**src/rtl/step_scheduler_if.sv**
```systemverilog
// Control/status bundle between a sequencing controller and step_scheduler.
interface step_scheduler_if;
   logic       clr;
   logic       start;
   logic       hold;
   logic       overflow;
   logic       s0;
   logic       s1;
   logic       s2;
   logic       s3;
   logic       s4;
   logic       s5;
   logic       busy;
   logic       done;
   logic       err;
   logic [7:0] run_cnt;

   // Controller side: issues requests, observes step selects and status.
   modport master (
      output clr, start, hold, overflow,
      input  s0, s1, s2, s3, s4, s5, busy, done, err, run_cnt
   );

   // Scheduler side.
   modport slave (
      input  clr, start, hold, overflow,
      output s0, s1, s2, s3, s4, s5, busy, done, err, run_cnt
   );
endinterface

```
**src/rtl/step_scheduler.sv**
```systemverilog
// Six-step one-hot sequencer with per-step dwell, hold, overflow fault and clear.
// Optional completed-run counter enabled by defining STEP_SCHEDULER_RUN_CNT_EN;
// without it run_cnt is tied to zero.
// A step-5 expiry with start high restarts immediately, so done and s0 coincide.
module step_scheduler #(
   parameter int unsigned DWELL = 4
) (
   input  logic           clk,
   input  logic           reset,
   step_scheduler_if.slave bus
);
   localparam int unsigned DWELL_W = 4;
   localparam int unsigned STEP_W  = 3;
   localparam int unsigned NSTEP   = 6;
   localparam int unsigned CNT_W   = 8;

   // A dwell of zero is treated as one cycle.
   localparam logic [DWELL_W-1:0] DWELL_EFF  =
      (DWELL_W'(DWELL) == '0) ? DWELL_W'(1) : DWELL_W'(DWELL);
   localparam logic [DWELL_W-1:0] DWELL_LAST = DWELL_W'(DWELL_EFF - DWELL_W'(1));
   localparam logic [STEP_W-1:0]  STEP_LAST  = STEP_W'(NSTEP - 1);
   localparam logic [NSTEP-1:0]   SEL_ONE    = NSTEP'(1);

   typedef enum logic [1:0] {IDLE, RUN, FAULT} state_t;

   state_t             state_q, state_d;
   logic [STEP_W-1:0]  step_q, step_d;
   logic [DWELL_W-1:0] dwell_q, dwell_d;
   logic [NSTEP-1:0]   sel_q, sel_d;
   logic               busy_q, busy_d;
   logic               done_q, done_d;
   logic               err_q, err_d;

   // State and registered outputs.
   always_ff @(posedge clk) begin
      if (!reset) begin
         state_q <= IDLE;
         step_q  <= '0;
         dwell_q <= '0;
         sel_q   <= '0;
         busy_q  <= 1'b0;
         done_q  <= 1'b0;
         err_q   <= 1'b0;
      end else begin
         state_q <= state_d;
         step_q  <= step_d;
         dwell_q <= dwell_d;
         sel_q   <= sel_d;
         busy_q  <= busy_d;
         done_q  <= done_d;
         err_q   <= err_d;
      end
   end

   // Next state with priority clr > overflow > hold > dwell expiry > start.
   always_comb begin
      state_d = state_q;
      step_d  = step_q;
      dwell_d = dwell_q;
      done_d  = 1'b0;
      if (bus.clr) begin
         state_d = IDLE;
         step_d  = '0;
         dwell_d = '0;
      end else begin
         case (state_q)
            IDLE: begin
               if (bus.start) begin
                  state_d = RUN;
                  step_d  = '0;
                  dwell_d = '0;
               end
            end
            RUN: begin
               if (bus.overflow) begin
                  state_d = FAULT;
                  step_d  = '0;
                  dwell_d = '0;
               end else if (bus.hold) begin
                  state_d = RUN;
               end else if (dwell_q == DWELL_LAST) begin
                  dwell_d = '0;
                  if (step_q == STEP_LAST) begin
                     done_d  = 1'b1;
                     step_d  = '0;
                     state_d = bus.start ? RUN : IDLE;
                  end else begin
                     step_d = STEP_W'(step_q + STEP_W'(1));
                  end
               end else begin
                  dwell_d = DWELL_W'(dwell_q + DWELL_W'(1));
               end
            end
            FAULT: begin
               state_d = FAULT;
            end
            default: begin
               state_d = IDLE;
               step_d  = '0;
               dwell_d = '0;
            end
         endcase
      end
      sel_d  = (state_d == RUN) ? NSTEP'(SEL_ONE << step_d) : '0;
      busy_d = (state_d == RUN);
      err_d  = (state_d == FAULT);
   end

   assign bus.s0   = sel_q[0];
   assign bus.s1   = sel_q[1];
   assign bus.s2   = sel_q[2];
   assign bus.s3   = sel_q[3];
   assign bus.s4   = sel_q[4];
   assign bus.s5   = sel_q[5];
   assign bus.busy = busy_q;
   assign bus.done = done_q;
   assign bus.err  = err_q;

`ifdef STEP_SCHEDULER_RUN_CNT_EN
   logic [CNT_W-1:0] run_cnt_q;

   // Completed-run counter; survives clr, cleared only by reset.
   always_ff @(posedge clk) begin
      if (!reset) begin
         run_cnt_q <= '0;
      end else if (done_d) begin
         run_cnt_q <= CNT_W'(run_cnt_q + CNT_W'(1));
      end
   end

   assign bus.run_cnt = run_cnt_q;
`else
   assign bus.run_cnt = CNT_W'(0);
`endif
endmodule

```
**src/flat_wrapper.sv**
```systemverilog
// flat-port wrapper written by rule: the top's interface ports become plain ports
module step_scheduler_flat 
#(
   parameter int unsigned DWELL = 4
)
  (clk, reset, bus_clr, bus_start, bus_hold, bus_overflow, bus_s0, bus_s1, bus_s2, bus_s3, bus_s4, bus_s5, bus_busy, bus_done, bus_err, bus_run_cnt);
  step_scheduler_if bus_i ();
  input  logic clk;
  input  logic reset;
  input wire logic [$bits(bus_i.clr)-1:0] bus_clr;
  input wire logic [$bits(bus_i.start)-1:0] bus_start;
  input wire logic [$bits(bus_i.hold)-1:0] bus_hold;
  input wire logic [$bits(bus_i.overflow)-1:0] bus_overflow;
  output wire logic [$bits(bus_i.s0)-1:0] bus_s0;
  output wire logic [$bits(bus_i.s1)-1:0] bus_s1;
  output wire logic [$bits(bus_i.s2)-1:0] bus_s2;
  output wire logic [$bits(bus_i.s3)-1:0] bus_s3;
  output wire logic [$bits(bus_i.s4)-1:0] bus_s4;
  output wire logic [$bits(bus_i.s5)-1:0] bus_s5;
  output wire logic [$bits(bus_i.busy)-1:0] bus_busy;
  output wire logic [$bits(bus_i.done)-1:0] bus_done;
  output wire logic [$bits(bus_i.err)-1:0] bus_err;
  output wire logic [$bits(bus_i.run_cnt)-1:0] bus_run_cnt;
  assign bus_i.clr = bus_clr;
  assign bus_i.start = bus_start;
  assign bus_i.hold = bus_hold;
  assign bus_i.overflow = bus_overflow;
  assign bus_s0 = bus_i.s0;
  assign bus_s1 = bus_i.s1;
  assign bus_s2 = bus_i.s2;
  assign bus_s3 = bus_i.s3;
  assign bus_s4 = bus_i.s4;
  assign bus_s5 = bus_i.s5;
  assign bus_busy = bus_i.busy;
  assign bus_done = bus_i.done;
  assign bus_err = bus_i.err;
  assign bus_run_cnt = bus_i.run_cnt;
  step_scheduler #(.DWELL(DWELL)) u_core (.clk(clk), .reset(reset), .bus(bus_i));
endmodule
```
**config.mk**
```make
export PLATFORM = sky130hd
export DESIGN_NAME = step_scheduler_flat
export DESIGN_NICKNAME = d
export VERILOG_FILES = /design/src/rtl/step_scheduler_if.sv /design/src/rtl/step_scheduler.sv /design/src/flat_wrapper.sv
export SDC_FILE = /design/constraint.sdc
export NUM_CORES = 1
export LEC_CHECK = 0
export ABC_AREA = 1
export BUFFER_PORTS_ARGS = -buffer_cell sky130_fd_sc_hd__buf_2
export CORE_ASPECT_RATIO = 0.6
export CORE_MARGIN = 10
export CORE_UTILIZATION = 40
export CTS_BUF_LIST = sky130_fd_sc_hd__clkbuf_4
export CTS_CLUSTER_SIZE = 16
export DETAILED_ROUTE_END_ITERATION = 7
export PLACE_DENSITY = 0.66
export SETUP_SLACK_MARGIN = 0.15
export SYNTH_ARGS = -nofsm -noshare
export SYNTH_HDL_FRONTEND = slang
export SYNTH_SLANG_ARGS = --single-unit
```
**constraint.sdc**
```tcl
create_clock -name clk -period 1.2 [get_ports clk]
set_input_delay 0.18 -clock clk [delete_from_list [all_inputs] [get_ports clk]]
set_output_delay 0.18 -clock clk [all_outputs]
set_load 0.01 [all_outputs]
```
==> metrics.txt <==
Total Nets Final ~150; Final setup viols 11; clk root buf clkbuf_4; placed wire-length estimate approximately 1500 um; die span in x 80.9 um; CTS tree done; synth-to-layout area growth 41.6%; # diodes 0; run status complete, but fails checks; Worst-Skew Late Latency a little under 0.3 ns; Worst path max stage delay ~0.36 ns; initial antenna violation count 0; die extent in y roughly 57 um; Clock Path Buffers 2; # H-tree levels 1; failing checks setup timing; core area about 0.0021 mm2; number of global-route vias before repair around 740; DR DRC count 0; leakage power between 0.5 and 0.6 nW; largest area contributor in the netlist dfxtp_1; pwr dens 842 mW/mm2; row cnt 13; sequential share of the synthesized area 40.5%; DRT iter0 DRCs 35; gr ovfl total 0; crit path kind reg2reg; clock period minus worst slack 1.39 ns; VDD IR max roughly 0.41 mV; clock slew at reported path FFs ~0.10 ns; RSZ-0062 raised after global routing yes; worst path required time 1.44 ns; Syn Area/Cell between 8 and 9 um2; fin util 58.7%; first-pass GRT wire length about 3300 um; final setup margin -0.189 ns; final hold violations 0; top post-synthesis cells by area dfxtp_1 41%, buf_4 6.8%, inv_1 5.5%; detailed-route via count slightly above 800; max_cap viols 0; TritonRoute pass-1 iters 4; Sink Count 18; count of different cell masters after synthesis 28; Die Area between 0.004 and 0.005 mm2; Post-Route WL approximately 2200 um; crit path DAT roughly 1.6 ns; total CTS buffers 3; Synth Register Bits 18; largest net degree at the start of global routing 10; Slew Viols, Final 0; Min-Delay Startpoint bus_clr; reg2reg start u_core.dwell_q[1]$_SDFFE_PP0P_; crit path launch type flop; final period utilization 116%; Highest Clock Rate approximately 720 MHz; Antenna Violating Nets Remaining 0; Finished Cell Area approximately 0.0013 mm2; hold_buf cts 0; Pwr Total ~1.1 mW; Ports 23; post-synth top area share 40.5%; Total Routing Usage GR around 9%; share of post-route cells with drive strength above 1 a little under three fifths; worst clock skew 0.00654 ns; Synth warnings 0; Initial Utilization 41.4%; Area after DPL about 0.0011 mm2; CP Max Fanout 5; crit-path cells ha_4 > nand4_1 > nand2_2 > nand2_1 > nand2_1 > nand2_2 > nand2_4 > nand2_4 > nor2_2; CP startpoint u_core.dwell_q[1]$_SDFFE_PP0P_; Post-Synthesis Cells 110; # port buffers 14; Slowest-stage cell, CP dfxtp_2; RD Place Congestion between 0.8 and 0.9; Avg Vias per Cell between 4 and 5; mapped cell area between 800 and 900 um2; WL/cell around 13 um; Hold WC Path Type in2reg; Worst Setup End Kind flop
-- Yosys cell counts --
library cell  instances
o21ai_0               3
nor3_1                1
inv_4                 1
nor4_1                2
buf_4                 8
clkinv_1              1
nand3_2               3
inv_1                13
dfxtp_1              18
o21bai_1              1
a211oi_1              1
xor2_1                1
nand2_2               6
nor3_2                2
a21oi_1               8
nand3b_1              2
nand2_4               1
o21ai_2               1
conb_1                1
nand3b_4              1
ha_1                  1
nand4_1               1
nor2_1               12
nor2_4                2
nand3_1               4
nor2_2                1
nand2_1              13
or2_1                 1
-- stage by stage --
| stage | worst slack, ns | setup TNS [ns] | cells | hold slack [ns] |
|---|---|---|---|---|
| 2_1_floorplan | -0.0371 | -0.115 | 117 | 0.356 |
| 6_report | -0.189 | -1.21 | 174 | 0.150 |
| 4_1_cts | -0.125 | -0.773 | 170 | 0.145 |
| 5_1_grt | -0.260 | -2.19 | 174 | 0.171 |
| 3_5_place_dp | -0.109 | -0.568 | 167 | 0.478 |
| 3_3_place_gp | -0.109 | -0.532 | 167 | 0.476 |
-- worst max-delay path, delay by kind of cell, from the launching register on --
family / cells / cell delay [ns]
fa+ha+maj: 1 / 0.15
flops: 1 / 0.36
simple gates: 8 / 0.83
-- state kept, by name (all words and copies together), names as in the netlist --
register / count
u_core.bus.busy: 1
u_core.dwell_q: 4
u_core.bus.err: 1
u_core.state_q: 2
u_core.step_q: 3
u_core.sel_q: 6
u_core.bus.done: 1
-- timing repair --
action / in CTS / in global routing
gates resized for setup: 10 / 25
endpoints found under the setup margin: 15 / 16
pin swaps: 4 / 9
hold endpoints to repair: 0 / 0
buffers inserted: 0 / 4
-- cells in the final DEF (no fill, tap or decap), types with 6 or more instances in the layout --
master	count
dfxtp_2	6
nor2_1	9
nand2_1	7
conb_1	8
inv_1	11
buf_2	14
nand2_2	9
buf_4	16
dfxtp_1	11
-- kinds of logic (layout without fill, tap and decap cells) --
group	after synthesis	after routing	share of synthesized area (%)
flip-flops	18	18	40.5
buffers and inverters	23	50	13.4
XOR/XNOR	1	1	0.985
other	1	8	0.422
AND/OR/NAND/NOR	52	52	34.5
adder cells (fa/ha/maj)	1	1	1.41
AO/OA/AOI/OAI	14	14	8.86
-- where the power goes --
group / switching [mW] / internal [mW]
Combinational: 0.0908 / 0.0598
Sequential: 0.00602 / 0.603
Clock: 0.184 / 0.117
-- final cells by class --
cell class | count | area, um2
clock buffers | 3 | 22.5
flip-flops and latches | 18 | 372
inverters | 15 | 61.3
well taps | 30 | 37.5
multi-input cells | 76 | 554
repair buffers | 32 | 213
fillers | 197 | 887
-- layer usage --
layer	vias to the layer above	GRT usage, %	wire length, um
met1	366	11.7	1060
met2	43	12.7	871
li1	406	-	-
met5	-	0	0
met3	8	3.17	188
met4	0	2.95	70
-- worst paths after layout --
check	slack [ns]	cells past startpoint	end
hold reg to reg	0.57	2	u_core.dwell_q[0]$_SDFFE_PP0P_
setup / recovery	-0.19	9	u_core.sel_q[4]$_SDFF_PN0_
hold / removal	0.15	4	u_core.state_q[1]$_SDFF_PN0_
setup reg to reg	-0.19	9	u_core.sel_q[4]$_SDFF_PN0_
Power figures use the tool's default switching activity.
